`src/rtl/dmem_port_arbiter.sv`:
```
// -----------------------------------------------------------------------------
// dmem_port_arbiter
//
// Shares one single-port data memory between the CPU MEM stage and a
// DMA/loader requester. The grant is decided in the same cycle as the request.
// The CPU has priority, with two exceptions:
//   - a starvation counter forces a DMA grant after STARVE_LIMIT consecutive
//     CPU wins over a pending DMA request;
//   - once DMA owns the memory, it keeps it for up to MAX_BURST consecutive
//     grants, even if the CPU starts requesting.
// While the CPU is denied, cpu_stall freezes the pipeline front end.
//
// Ports
//   clk, reset              clock; asynchronous active-low reset
//   cpu_req/we/addr/wdata   MEM stage access (held while stalled)
//   cpu_rdata               combinational passthrough of mem_rdata
//   cpu_stall               CPU request not granted this cycle
//   dma_req/we/addr/wdata   DMA access (held until dma_gnt)
//   dma_gnt                 DMA access accepted this cycle
//   dma_rvalid, dma_rdata   registered read return, one cycle after the grant
//   mem_we/re/addr/wdata    memory control, muxed from the winner
//   mem_rdata               asynchronous memory read data
// -----------------------------------------------------------------------------
module dmem_port_arbiter #(
    parameter int unsigned ADDR_WIDTH   = 9,
    parameter int unsigned DATA_WIDTH   = 32,
    parameter int unsigned MAX_BURST    = 4,
    parameter int unsigned STARVE_LIMIT = 3
) (
    input  logic                  clk,
    input  logic                  reset,

    input  logic                  cpu_req,
    input  logic                  cpu_we,
    input  logic [ADDR_WIDTH-1:0] cpu_addr,
    input  logic [DATA_WIDTH-1:0] cpu_wdata,
    output logic [DATA_WIDTH-1:0] cpu_rdata,
    output logic                  cpu_stall,

    input  logic                  dma_req,
    input  logic                  dma_we,
    input  logic [ADDR_WIDTH-1:0] dma_addr,
    input  logic [DATA_WIDTH-1:0] dma_wdata,
    output logic                  dma_gnt,
    output logic                  dma_rvalid,
    output logic [DATA_WIDTH-1:0] dma_rdata,

    output logic                  mem_we,
    output logic                  mem_re,
    output logic [ADDR_WIDTH-1:0] mem_addr,
    output logic [DATA_WIDTH-1:0] mem_wdata,
    input  logic [DATA_WIDTH-1:0] mem_rdata
);

    localparam int unsigned BURST_W  = $clog2(MAX_BURST + 1);
    localparam int unsigned STARVE_W = $clog2(STARVE_LIMIT + 1);

    localparam logic [BURST_W-1:0]  BURST_MAX  = BURST_W'(MAX_BURST);
    localparam logic [STARVE_W-1:0] STARVE_MAX = STARVE_W'(STARVE_LIMIT);

    typedef enum logic {
        OWN_CPU = 1'b0,
        OWN_DMA = 1'b1
    } owner_t;

    // Arbitration state
    owner_t                r_owner;
    logic [BURST_W-1:0]    r_burst_cnt;
    logic [STARVE_W-1:0]   r_starve_cnt;
    logic                  r_dma_rvalid;
    logic [DATA_WIDTH-1:0] r_dma_rdata;

    // Grant decision
    logic w_dma_starved;
    logic w_burst_open;
    logic w_grant_dma;
    logic w_grant_cpu;
    logic w_dma_read;

    // DMA is forced after the CPU has beaten it STARVE_LIMIT times in a row
    assign w_dma_starved = (r_owner == OWN_CPU) && (r_starve_cnt == STARVE_MAX);

    // An ongoing DMA burst may continue until it reaches MAX_BURST grants
    assign w_burst_open  = (r_owner == OWN_DMA) && (r_burst_cnt < BURST_MAX);

    // Gating with reset makes every enable and grant drop as soon as reset is asserted
    assign w_grant_dma = reset && dma_req && (!cpu_req || w_dma_starved || w_burst_open);
    assign w_grant_cpu = reset && cpu_req && !w_grant_dma;
    assign w_dma_read  = w_grant_dma && !dma_we;

    // Memory port mux; with no grant the address and data follow the CPU
    always_comb begin
        mem_addr  = cpu_addr;
        mem_wdata = cpu_wdata;
        mem_we    = w_grant_cpu && cpu_we;
        mem_re    = w_grant_cpu && !cpu_we;
        if (w_grant_dma) begin
            mem_addr  = dma_addr;
            mem_wdata = dma_wdata;
            mem_we    = dma_we;
            mem_re    = !dma_we;
        end
    end

    // Owner, burst and starvation tracking plus registered DMA read return
    always_ff @(posedge clk or negedge reset) begin
        if (!reset) begin
            r_owner      <= OWN_CPU;
            r_burst_cnt  <= '0;
            r_starve_cnt <= '0;
            r_dma_rvalid <= 1'b0;
            r_dma_rdata  <= '0;
        end else begin
            r_owner <= w_grant_dma ? OWN_DMA : OWN_CPU;

            // A lone DMA can stream past MAX_BURST, so the count saturates
            if (w_grant_dma) begin
                if (r_owner == OWN_DMA) begin
                    if (r_burst_cnt != BURST_MAX) begin
                        r_burst_cnt <= r_burst_cnt + BURST_W'(1);
                    end
                end else begin
                    r_burst_cnt <= BURST_W'(1);
                end
            end else begin
                r_burst_cnt <= '0;
            end

            if (w_grant_cpu && dma_req) begin
                if (r_starve_cnt != STARVE_MAX) begin
                    r_starve_cnt <= r_starve_cnt + STARVE_W'(1);
                end
            end else begin
                r_starve_cnt <= '0;
            end

            r_dma_rvalid <= w_dma_read;
            if (w_dma_read) begin
                r_dma_rdata <= mem_rdata;
            end
        end
    end

    assign cpu_rdata  = mem_rdata;
    assign cpu_stall  = reset && cpu_req && !w_grant_cpu;
    assign dma_gnt    = w_grant_dma;
    assign dma_rvalid = r_dma_rvalid;
    assign dma_rdata  = r_dma_rdata;

endmodule

```
`config.mk`:
```
export PLATFORM = sky130hd
export DESIGN_NAME = dmem_port_arbiter
export DESIGN_NICKNAME = d
export VERILOG_FILES = /design/src/rtl/dmem_port_arbiter.sv
export SDC_FILE = /design/constraint.sdc
export NUM_CORES = 1
export LEC_CHECK = 0
export BUFFER_PORTS_ARGS = -buffer_cell sky130_fd_sc_hd__buf_2
export CAP_MARGIN = 30
export CELL_PAD_IN_SITES_DETAIL_PLACEMENT = 1
export CELL_PAD_IN_SITES_GLOBAL_PLACEMENT = 2
export CORE_ASPECT_RATIO = 1.25
export CORE_MARGIN = 2
export CORE_UTILIZATION = 18
export CTS_CLUSTER_DIAMETER = 50
export CTS_CLUSTER_SIZE = 24
export DETAILED_ROUTE_END_ITERATION = 6
export PLACE_DENSITY = 0.78
export SETUP_SLACK_MARGIN = 0.15
export SKIP_CTS_REPAIR_TIMING = 1
export SYNTH_ARGS = -nofsm -noshare
export SYNTH_HDL_FRONTEND = slang
export SYNTH_SLANG_ARGS = --single-unit
```
`constraint.sdc`:
```
create_clock -name clk -period 1.9 [get_ports clk]
set_clock_uncertainty 0.05 [all_clocks]
set_input_delay 0.285 -clock clk [delete_from_list [all_inputs] [get_ports clk]]
set_output_delay 0.285 -clock clk [all_outputs]
set_load 0.005 [all_outputs]
```
# After elaboration in Yosys (flattened, before gate mapping)
# Cells that the tools add are included.
# op_classes
n_addsub	2
bitwise_logic	1
n_reduce_logical	18
n_eq_ne	5
mux	10
order_cmp	1
# op_table
operator	count
two-way mux 32 bit	1
logical AND 1 bit	11
two-way mux 3 bit	3
two-way mux 9 bit	1
logical NOT 1 bit	5
two-way mux 2 bit	2
adder 3 x 1 -> 3 bit (second input constant)	1
less-than comparator 3 bit (second input constant)	1
two-way mux 1 bit	3
inequality test 3 x 2 -> 1 bit (second input constant)	1
inequality test 3 bit (second input constant)	1
adder 2 x 1 -> 2 bit (second input constant)	1
equality test 2 bit (second input constant)	1
logical OR 1 bit	2
inequality test 2 x 1 -> 1 bit (second input constant)	1
inequality test 2 bit (second input constant)	1
NOT 1 bit	1
# word_totals
input_bits	120
elab_cells	42
ff_bits	39

# Depth between registers and ports, before layout
# Gate-level depths: netlist of the first run.
# depth
depth_word	9
ltp_mapped	6

# Least setup slack after synthesis of the first run
# Ideal clock, no wire load.
# synth_path
path_type	register to output
from	reg r_starve_cnt[0]
to	out mem_wdata[19]
path_stages_with_launch	7
slack_ns	-0.095
arrival_time_ns	1.660
cell_sequence	dfrtp_1 > ha_1 > nand2b_1 > buf_6 > a31oi_4 > buf_2 > mux2_2
# synth_between
elab_chain_len	6
# synth_lines
element	line	source
start, declared	69	logic [STARVE_W-1:0] r_starve_cnt;
start signal, assigned	131	r_starve_cnt <= r_starve_cnt + STARVE_W'(1);
equality test 2 bit	81	assign w_dma_starved = (r_owner == OWN_CPU) && (r_starve_cnt == STARVE_MAX);
logical AND 1 bit	81	
logical OR 1 bit (2 in a row)	87	assign w_grant_dma = reset && dma_req && (!cpu_req || w_dma_starved || w_burst_open);
logical AND 1 bit	87	
net dma_gnt	44	output logic dma_gnt,
two-way mux 32 bit	97	if (w_grant_dma) begin
end, declared	51	output logic [DATA_WIDTH-1:0] mem_wdata,
# The timed path passes the listed nets, and every way through them passes these cells.

# Worst setup path after layout of the first run
# layout_path
from	reg r_starve_cnt[0]
to	out mem_wdata[16]
# layout_between
elab_chain_len	6
# layout_lines
element	line
equality test 2 bit	81
logical AND 1 bit	81
logical OR 1 bit (2 in a row)	87
logical AND 1 bit	87
two-way mux 32 bit	97
# No other way between the ends.

==> summary.txt, run 1 <==
status -> complete, but fails checks
failing checks -> negative setup slack
Layout fillers -> 1599
startpoint class of the critical path -> flip-flop
First-pass DRT Iterations -> 4
layout cell share with drive strength beyond 1 -> 84.9%
fin worst setup slack -> -0.328 ns
dominant cell type by count on the critical path -> sky130_fd_sc_hd__buf_12
detailed-routed wire length on met2 -> 4970 um
setup repair after global routing missed its margin -> yes
final critical-path required period -> 2.23 ns
source of the worst register-to-register timing path -> r_starve_cnt[0]
switching power -> 801 uW
number of standard cells in the final layout excluding fillers -> 593
DR WL met3 -> 975 um
TritonCTS buffer count -> 5
residual antenna-violating net count after detailed routing -> 0
clock tree buffer depth -> 2
arrival time at the worst endpoint -> 1.89 ns
leakage power summed over all cells -> 0.00231 uW
Int Pwr -> 2250 uW
area of the die -> 0.0150 mm^2
Worst VDD drop -> 0.497 mV
Final Net Count -> 540
internal reg-to-reg setup slack -> -0.13 ns
routed wire length per instance -> 15.0 um
final count of negative-setup-slack endpoints -> 71
sinks on the clock net -> 39
Hold Path Class -> in2async
clock latency reported for the late side of the worst-skew pair -> 0.29 ns
Mapped Nets -> 312
initial antenna violation count -> 0
Final Routed Wirelength -> 8910 um
number of vias per cell after detailed routing -> 4.01
r2r worst-path depth -> 8
CTS root buffer -> sky130_fd_sc_hd__clkbuf_16
total power per unit cell area -> 700 mW/mm^2
total via count after detailed routing -> 2376
Critical Path Slowest Stage Cell -> sky130_fd_sc_hd__dfrtp_1
power share of the sequential group -> 35.6%
clock tree from TritonCTS -> yes
number of rows in the core area -> 48
Post-Synthesis Cell Area -> 0.00252 mm^2
number of input and output port buffers inserted -> 229
Slew @ Worst Pin -> 0.539 ns
clock slew at reported path FFs -> 0.07 ns
pin count of the biggest net entering global routing -> 44
max-slew violation count -> 0
vias in the first global route -> 2443
Mean Syn Cell Area -> 13.4 um^2
Critical Path RT -> 1.56 ns
number of antenna cells inserted -> 0
critical path type -> reg2out
count of pins on the block boundary -> 230
clock share of power -> 32.8%
Core ar. -> 0.0138 mm^2
total of warnings raised by yosys -> 0
share of the clock period used by the worst path -> 117%
critical path cell sequence -> ha_2 > nand2b_4 > a31oi_4 > buf_12 > buf_12 > mux2_4 > buf_6
residual overflow from global routing -> 0
commonest cells after routing, fill and taps aside -> sky130_fd_sc_hd__buf_2, sky130_fd_sc_hd__mux2_4, sky130_fd_sc_hd__dfrtp_1, sky130_fd_sc_hd__buf_4, sky130_fd_sc_hd__buf_6
Post-Place Cells -> 571
most frequent standard cell in the layout excluding fill and tap cells -> sky130_fd_sc_hd__buf_2
count of max-cap constraint violations -> 0
initial detailed-routing violation count -> 53
sequential fraction of the synthesis area -> 38.7%
Area growth syn-to-layout -> 72.4%
Residual DRC -> 0
share of total power consumed by net switching -> 26.3%
global-route usage over all layers -> 10.0%
combinational cell fraction of total power -> 31.6%
Crit Reg-Reg Endpoint -> dma_rdata[19]
y dimension of the die -> 136 um
CTS HTree Levels -> 2
total power -> 3050 uW
final hold viol count -> 0
initial cell density of the core -> 18.4%
WL met1 -> 2880 um
worst slew slack as a fraction of its limit -> 64.1%
global placer's final weighted congestion -> 0.680
uppermost layer routed -> met4
Die X-Extent -> 110 um
kind of end point of the critical path -> output port
Worst path max stage delay -> 0.37 ns
HPWL after detailed placement -> 6730 um
synthesized instance count -> 189
highest fanout seen on the critical path -> 17
#FFs+latches synth -> 39
distinct cell type count of the synthesized netlist -> 32
fmax -> 449 MHz
setup TNS -> -15.13 ns
crit path launch -> r_starve_cnt[0]
global-route wire length before repair -> 11700 um
worst max-delay path by stage:
stage                               end  slack, ns
after CTS                 mem_wdata[16]      -0.38
after floorplan             mem_addr[0]      0.002
final                     mem_wdata[16]      -0.33
after detailed placement  dma_rdata[13]      -0.11
after global routing      mem_wdata[16]      -0.40
after global placement    dma_rdata[12]      -0.04
registers in the layout, summed over array words and instances, names as in the netlist:
name / count
dma_rvalid: 1
r_burst_cnt: 3
dma_rdata: 32
r_starve_cnt: 2
r_owner: 1
power by group through the flow:
| stage | sequential [uW] | clock, uW | combinational [uW] |
|---|---|---|---|
| after floorplan | 1100 | 0 | 455 |
| after global placement | 1100 | 0 | 880 |
| after detailed placement | 1090 | 0 | 910 |
| after CTS | 1090 | 1020 | 909 |
| after global routing | 1110 | 1070 | 1040 |
| final | 1090 | 998 | 964 |
layer usage:
metal / up-vias / global-route usage (%)
met5: - / 0
met4: 0 / 2.81
met3: 7 / 3.74
met2: 133 / 19.6
met1: 1148 / 9.46
li1: 1088 / -
through the flow:
| step | hold WS (ns) | worst slack, ns | util (%) | area, um^2 |
|---|---|---|---|---|
| after floorplan | -0.0606 | 0.00237 | - | 2660 |
| after global placement | 0.363 | -0.0432 | 28.1 | 3860 |
| after detailed placement | 0.379 | -0.113 | 28.1 | 3860 |
| after CTS | 0.0657 | -0.381 | 29.3 | 4030 |
| after global routing | 0.0797 | -0.398 | 31.7 | 4350 |
| final | 0.0409 | -0.328 | 31.7 | 4350 |
area by class of cell:
cell class                 instances  area, um^2  share of cell area (%)
timing repair buffer             263        1590                    36.4
clock buffer                       5         125                    2.87
multi-input combinational        106        1400                    32.0
tap                              175         219                    5.03
clock inverter                     3        46.3                    1.06
sequential                        39         976                    22.4
inverter                           2        7.51                   0.172
cell usage after synthesis:
master	instances	share of area, %
sky130_fd_sc_hd__xnor2_1	1	0.35
sky130_fd_sc_hd__o31a_1	1	0.35
sky130_fd_sc_hd__dfrtp_1	39	39
sky130_fd_sc_hd__buf_6	4	1.8
sky130_fd_sc_hd__o2bb2ai_1	1	0.35
sky130_fd_sc_hd__a311oi_4	1	1.0
sky130_fd_sc_hd__clkbuf_8	1	0.54
sky130_fd_sc_hd__nor3_1	2	0.40
sky130_fd_sc_hd__xor2_1	1	0.35
sky130_fd_sc_hd__clkbuf_4	1	0.30
sky130_fd_sc_hd__nor2b_1	1	0.25
sky130_fd_sc_hd__nand2_1	4	0.59
sky130_fd_sc_hd__mux2i_1	1	0.40
sky130_fd_sc_hd__and3_1	1	0.25
sky130_fd_sc_hd__nand4bb_1	1	0.45
sky130_fd_sc_hd__nand2b_1	2	0.50
sky130_fd_sc_hd__mux2_1	2	0.89
sky130_fd_sc_hd__ha_1	3	1.5
sky130_fd_sc_hd__and2_1	1	0.25
sky130_fd_sc_hd__mux2_2	43	19
sky130_fd_sc_hd__o311ai_0	1	0.35
sky130_fd_sc_hd__mux2_4	29	17
sky130_fd_sc_hd__nor2_1	1	0.15
sky130_fd_sc_hd__inv_1	2	0.30
sky130_fd_sc_hd__buf_4	35	10
sky130_fd_sc_hd__a21boi_0	2	0.59
sky130_fd_sc_hd__a31oi_4	1	0.84
sky130_fd_sc_hd__a21oi_1	1	0.20
sky130_fd_sc_hd__nand3_1	2	0.40
sky130_fd_sc_hd__buf_2	1	0.20
sky130_fd_sc_hd__a211o_2	1	0.40
sky130_fd_sc_hd__and3_2	2	0.59
cells by family after synthesis:
group	count (synthesis)	synth area share, %
mux	75	37.7
fa+ha+maj	3	1.49
xor+xnor	2	0.694
buf+inv	44	13.5
simple gates	17	3.82
flops	39	38.7
compound gates	9	4.11
worst max-delay path, delay by kind of cell (launching register included):
| family | cells | cell delay (ns) |
|---|---|---|
| simple gates | 1 | 0.07 |
| fa+ha+maj | 1 | 0.22 |
| flops | 1 | 0.37 |
| buf+inv | 3 | 0.47 |
| mux | 1 | 0.32 |
| compound gates | 1 | 0.16 |
Power figures use the tool's default switching activity.
==> inputs of run 2 (changes only) <==
--- a/config.mk
+++ b/config.mk
@@ -6,10 +6,10 @@
 export NUM_CORES = 1
 export LEC_CHECK = 0
 export BUFFER_PORTS_ARGS = -buffer_cell sky130_fd_sc_hd__buf_2
-export CAP_MARGIN = 30
+export CAP_MARGIN = 20
 export CELL_PAD_IN_SITES_DETAIL_PLACEMENT = 1
 export CELL_PAD_IN_SITES_GLOBAL_PLACEMENT = 2
-export CORE_ASPECT_RATIO = 1.25
+export CORE_ASPECT_RATIO = 0.5
 export CORE_MARGIN = 2
 export CORE_UTILIZATION = 18
 export CTS_CLUSTER_DIAMETER = 50
==> summary.txt, run 2 (synthesis gave the netlist of run 1 again) <==
power share of the sequential group -> 36.3%
Residual DRC -> 0
area of the die -> 0.0150 mm^2
residual antenna-violating net count after detailed routing -> 0
number of vias per cell after detailed routing -> 3.79
failing checks -> negative setup slack
y dimension of the die -> 87.8 um
Layout fillers -> 1555
status -> complete, but fails checks
Hold WS -> 0.0556 ns
final count of negative-setup-slack endpoints -> 77
TritonCTS buffer count -> 5
clock slew at reported path FFs -> 0.06 ns
HPWL after detailed placement -> 7540 um
share of the clock period used by the worst path -> 119%
clock tree buffer depth -> 2
initial antenna violation count -> 0
highest fanout seen on the critical path -> 6
FF+latch area -> 977 um^2
finished layout cell area -> 0.00465 mm^2
clock tree from TritonCTS -> yes
arrival time at the worst endpoint -> 1.92 ns
final critical-path required period -> 2.25 ns
number of input and output port buffers inserted -> 229
final core area utilization -> 34.1%
routed wire length per instance -> 16.3 um
global-route usage over all layers -> 11.1%
fin worst setup slack -> -0.353 ns
startpoint class of the critical path -> flip-flop
Final Net Count -> 540
setup repair after global routing missed its margin -> yes
residual overflow from global routing -> 0
critical path type -> reg2out
clock share of power -> 28.0%
leakage power summed over all cells -> 0.00240 uW
initial detailed-routing violation count -> 40
Int Pwr -> 2170 uW
Die X-Extent -> 171 um
pin count of the biggest net entering global routing -> 44
CTS HTree Levels -> 2
Core ar. -> 0.0136 mm^2
kind of end point of the critical path -> output port
count of pins on the block boundary -> 230
r2r worst-path depth -> 10
worst slew slack as a fraction of its limit -> 63.9%
Hold Path Class -> in2async
Worst VDD drop -> 0.346 mV
max-slew violation count -> 0
global-route wire length before repair -> 12800 um
Final Routed Wirelength -> 9970 um
global placer's final weighted congestion -> 0.705
final hold viol count -> 0
layout cell share with drive strength beyond 1 -> 85.9%
Post-Place Cell Area -> 0.00393 mm^2
Slew @ Worst Pin -> 0.541 ns
initial cell density of the core -> 18.5%
count of max-cap constraint violations -> 0
most frequent standard cell in the layout excluding fill and tap cells -> sky130_fd_sc_hd__buf_2
fmax -> 444 MHz
Critical Path RT -> 1.56 ns
share of total power consumed by net switching -> 27.3%
First-pass DRT Iterations -> 4
commonest cells after routing, fill and taps aside -> sky130_fd_sc_hd__buf_2, sky130_fd_sc_hd__mux2_4, sky130_fd_sc_hd__buf_6, sky130_fd_sc_hd__dfrtp_1, sky130_fd_sc_hd__buf_4
max FFs per register -> 32
sinks on the clock net -> 39
CTS root buffer -> sky130_fd_sc_hd__clkbuf_16
Setup WS pre-CTS -> -0.0829 ns
vias in the first global route -> 2277
total via count after detailed routing -> 2311
number of antenna cells inserted -> 0
Area growth syn-to-layout -> 84.2%
combined area of the multi-input logic cells -> 0.00143 mm^2
clock latency reported for the late side of the worst-skew pair -> 0.28 ns
switching power -> 814 uW
number of rows in the core area -> 30
total power per unit cell area -> 642 mW/mm^2
combinational cell fraction of total power -> 35.7%
[run 2: cell count changes in the layout (fill, tap and decap cells not counted), moves of 3 or more]
cell / delta
sky130_fd_sc_hd__mux2_2: -7
sky130_fd_sc_hd__clkbuf_16: +3
sky130_fd_sc_hd__mux2_4: +9
sky130_fd_sc_hd__buf_2: -22
sky130_fd_sc_hd__buf_4: -12
sky130_fd_sc_hd__buf_12: +4
sky130_fd_sc_hd__buf_6: +25
[run 2: layout make-up]
cell class / count / share of cell area, %
repair buffers: 263 / 39.8
multi-input cells: 106 / 30.7
flip-flops and latches: 39 / 21.0
well taps: 192 / 5.17
clock buffers: 5 / 2.69
clock inverters: 3 / 0.430
inverters: 2 / 0.161
[run 2: metrics by stage]
stage                     cells  TNS, ns  power (uW)
after global routing        610   -25.61        3150
final                       610   -20.76        2990
after CTS                   595   -17.15        2880
after floorplan             189        0        1560
after detailed placement    587    -2.62        2020
after global placement      587  -0.0385        1990
[run 2: path summary, 6_finish.rpt]
kind                                 startpoint            end  slack, ns
worst min register to register    dma_rdata[16]  dma_rdata[16]       0.46
worst max-delay path            r_starve_cnt[0]   mem_wdata[4]      -0.35
worst max register to register  r_starve_cnt[0]  dma_rdata[14]      -0.28
max in group asynchronous                 reset        r_owner       1.36
min in group clk                   mem_rdata[4]   dma_rdata[4]       0.19
worst min-delay path                      reset  dma_rdata[19]       0.06
[run 2: critical path: stages (launching register included)]
cell	delay, ns
sky130_fd_sc_hd__dfrtp_1	0.39
sky130_fd_sc_hd__ha_4	0.17
sky130_fd_sc_hd__nand2b_4	0.06
sky130_fd_sc_hd__a31oi_4	0.25
sky130_fd_sc_hd__buf_12	0.18
sky130_fd_sc_hd__clkbuf_16	0.15
sky130_fd_sc_hd__mux2_4	0.31
sky130_fd_sc_hd__buf_6	0.12
[run 2: power by group through the flow]
| stage | Combinational, uW | Clock [uW] | Sequential, uW |
|---|---|---|---|
| final | 1070 | 837 | 1080 |
| after global routing | 1140 | 902 | 1110 |
| after global placement | 907 | 0 | 1090 |
| after detailed placement | 930 | 0 | 1090 |
| after CTS | 933 | 865 | 1080 |
| after floorplan | 455 | 0 | 1100 |
[run 2: metal layers]
layer | global-route usage (%) | wire length (um)
met5 | 0 | 0
met4 | 2.77 | 68
met3 | 1.81 | 173
met2 | 20.3 | 5730
met1 | 13.8 | 4000
==> inputs of run 3 (changes only) <==
--- a/config.mk
+++ b/config.mk
@@ -21,3 +21,4 @@
 export SYNTH_ARGS = -nofsm -noshare
 export SYNTH_HDL_FRONTEND = slang
 export SYNTH_SLANG_ARGS = --single-unit
+export TNS_END_PERCENT = 1
==> summary.txt, run 3 (synthesis gave the netlist of run 1 again) <==
leakage power summed over all cells -> 0.00230 uW
Critical Path RT -> 1.56 ns
arrival time at the worst endpoint -> 1.87 ns
number of input and output port buffers inserted -> 229
global-route usage over all layers -> 10.9%
First-pass DRT Iterations -> 4
y dimension of the die -> 87.8 um
initial cell density of the core -> 18.5%
Residual DRC -> 0
pin count of the biggest net entering global routing -> 34
clock slew at reported path FFs -> 0.06 ns
CTS root buffer -> sky130_fd_sc_hd__clkbuf_16
fin worst setup slack -> -0.309 ns
critical path type -> reg2out
highest fanout seen on the critical path -> 8
count of pins on the block boundary -> 230
failing checks -> negative setup slack
area of the die -> 0.0150 mm^2
max-slew violation count -> 0
Core ar. -> 0.0136 mm^2
residual overflow from global routing -> 0
Area growth syn-to-layout -> 74.3%
Hold Path Class -> in2async
final critical-path required period -> 2.21 ns
routed wire length per instance -> 16.4 um
commonest cells after routing, fill and taps aside -> sky130_fd_sc_hd__buf_2, sky130_fd_sc_hd__mux2_4, sky130_fd_sc_hd__dfrtp_1, sky130_fd_sc_hd__buf_6, sky130_fd_sc_hd__buf_4
layout cell share with drive strength beyond 1 -> 83.8%
max FFs per register -> 32
setup repair after global routing missed its margin -> yes
most frequent standard cell in the layout excluding fill and tap cells -> sky130_fd_sc_hd__buf_2
final hold viol count -> 0
r2r worst-path depth -> 5
initial detailed-routing violation count -> 55
global-route wire length before repair -> 12500 um
initial antenna violation count -> 1
final core area utilization -> 32.3%
Crit Reg-Reg Endpoint -> dma_rdata[28]
Worst VDD drop -> 0.349 mV
worst slew slack as a fraction of its limit -> 72.1%
source of the worst register-to-register timing path -> r_burst_cnt[2]
TritonCTS buffer count -> 5
status -> complete, but fails checks
total via count after detailed routing -> 2219
clock tree buffer depth -> 2
total power per unit cell area -> 679 mW/mm^2
Die X-Extent -> 171 um
CTS HTree Levels -> 2
final count of negative-setup-slack endpoints -> 44
Slew @ Worst Pin -> 0.419 ns
Final Routed Wirelength -> 9860 um
internal reg-to-reg setup slack -> 0 ns
vias in the first global route -> 2277
HPWL after detailed placement -> 7590 um
clock latency reported for the late side of the worst-skew pair -> 0.28 ns
setup TNS -> -11.95 ns
Final Net Count -> 530
sinks on the clock net -> 39
share of the clock period used by the worst path -> 116%
number of antenna cells inserted -> 0
startpoint class of the critical path -> flip-flop
number of rows in the core area -> 30
count of max-cap constraint violations -> 0
clock tree from TritonCTS -> yes
kind of end point of the critical path -> output port
number of vias per cell after detailed routing -> 3.70
global placer's final weighted congestion -> 0.728
fmax -> 453 MHz
residual antenna-violating net count after detailed routing -> 0
==> run 3: cell types whose count changed in the layout (fill, tap and decap cells not counted), sizes merged <==
| cell | change |
|---|---|
| buf | -9 |
| clkinv | -1 |
| clkinvlp | -1 |
| dlygate4sd3 | +1 |
==> run 3: layout make-up <==
cell class,count,area (um^2)
Clock buffer,7,153
Clock inverter,1,7.51
Fill cell,1551,9230
Inverter,2,7.51
Multi-Input combinational cell,106,1370
Sequential cell,39,976
Tap cell,192,240
Timing Repair Buffer,253,1640
==> run 3: critical path, stage by stage, from the launching register on <==
cell,delay [ns]
sky130_fd_sc_hd__dfrtp_1,0.39
sky130_fd_sc_hd__ha_4,0.17
sky130_fd_sc_hd__nand2b_4,0.06
sky130_fd_sc_hd__a31oi_4,0.20
sky130_fd_sc_hd__buf_12,0.17
sky130_fd_sc_hd__clkbuf_16,0.17
sky130_fd_sc_hd__mux2_4,0.31
sky130_fd_sc_hd__buf_6,0.12
==> run 3: worst max-delay path by stage <==
stage	endpoint	from	slack [ns]	cells past startpoint
2_1_floorplan	mem_addr[0]	r_starve_cnt[0]	0.002	6
3_3_place_gp	dma_rdata[28]	r_starve_cnt[1]	-0.03	6
3_5_place_dp	dma_rdata[11]	r_starve_cnt[0]	-0.05	6
4_1_cts	mem_wdata[26]	r_starve_cnt[1]	-0.34	6
5_1_grt	mem_wdata[24]	r_starve_cnt[0]	-0.38	7
6_report	mem_wdata[24]	r_starve_cnt[0]	-0.31	7
==> run 3: per-layer routing <==
layer | vias up | wire, um | GRT usage [%]
met5 | - | 0 | 0
met4 | 0 | 127 | 2.93
met3 | 11 | 203 | 1.99
met2 | 32 | 5580 | 19.9
met1 | 1109 | 3950 | 13.2
li1 | 1067 | - | -
==> run 3: metrics by stage <==
stage	std cells	hold slack (ns)	area [um^2]	power, uW	setup slack [ns]
finish	600	0.157	4400	2990	-0.309
global route	600	0.188	4400	3140	-0.383
CTS	593	-0.109	4020	2920	-0.343
detailed placement	585	0.199	3860	2010	-0.0468
global placement	585	0.206	3860	1990	-0.0264
floorplan	189	-0.0606	2660	1560	0.00237
==> run 3: power breakdown <==
part,internal [uW],total (uW),switching [uW]
clock,558,889,331
sequential,992,1080,84.8
combinational,662,1020,361
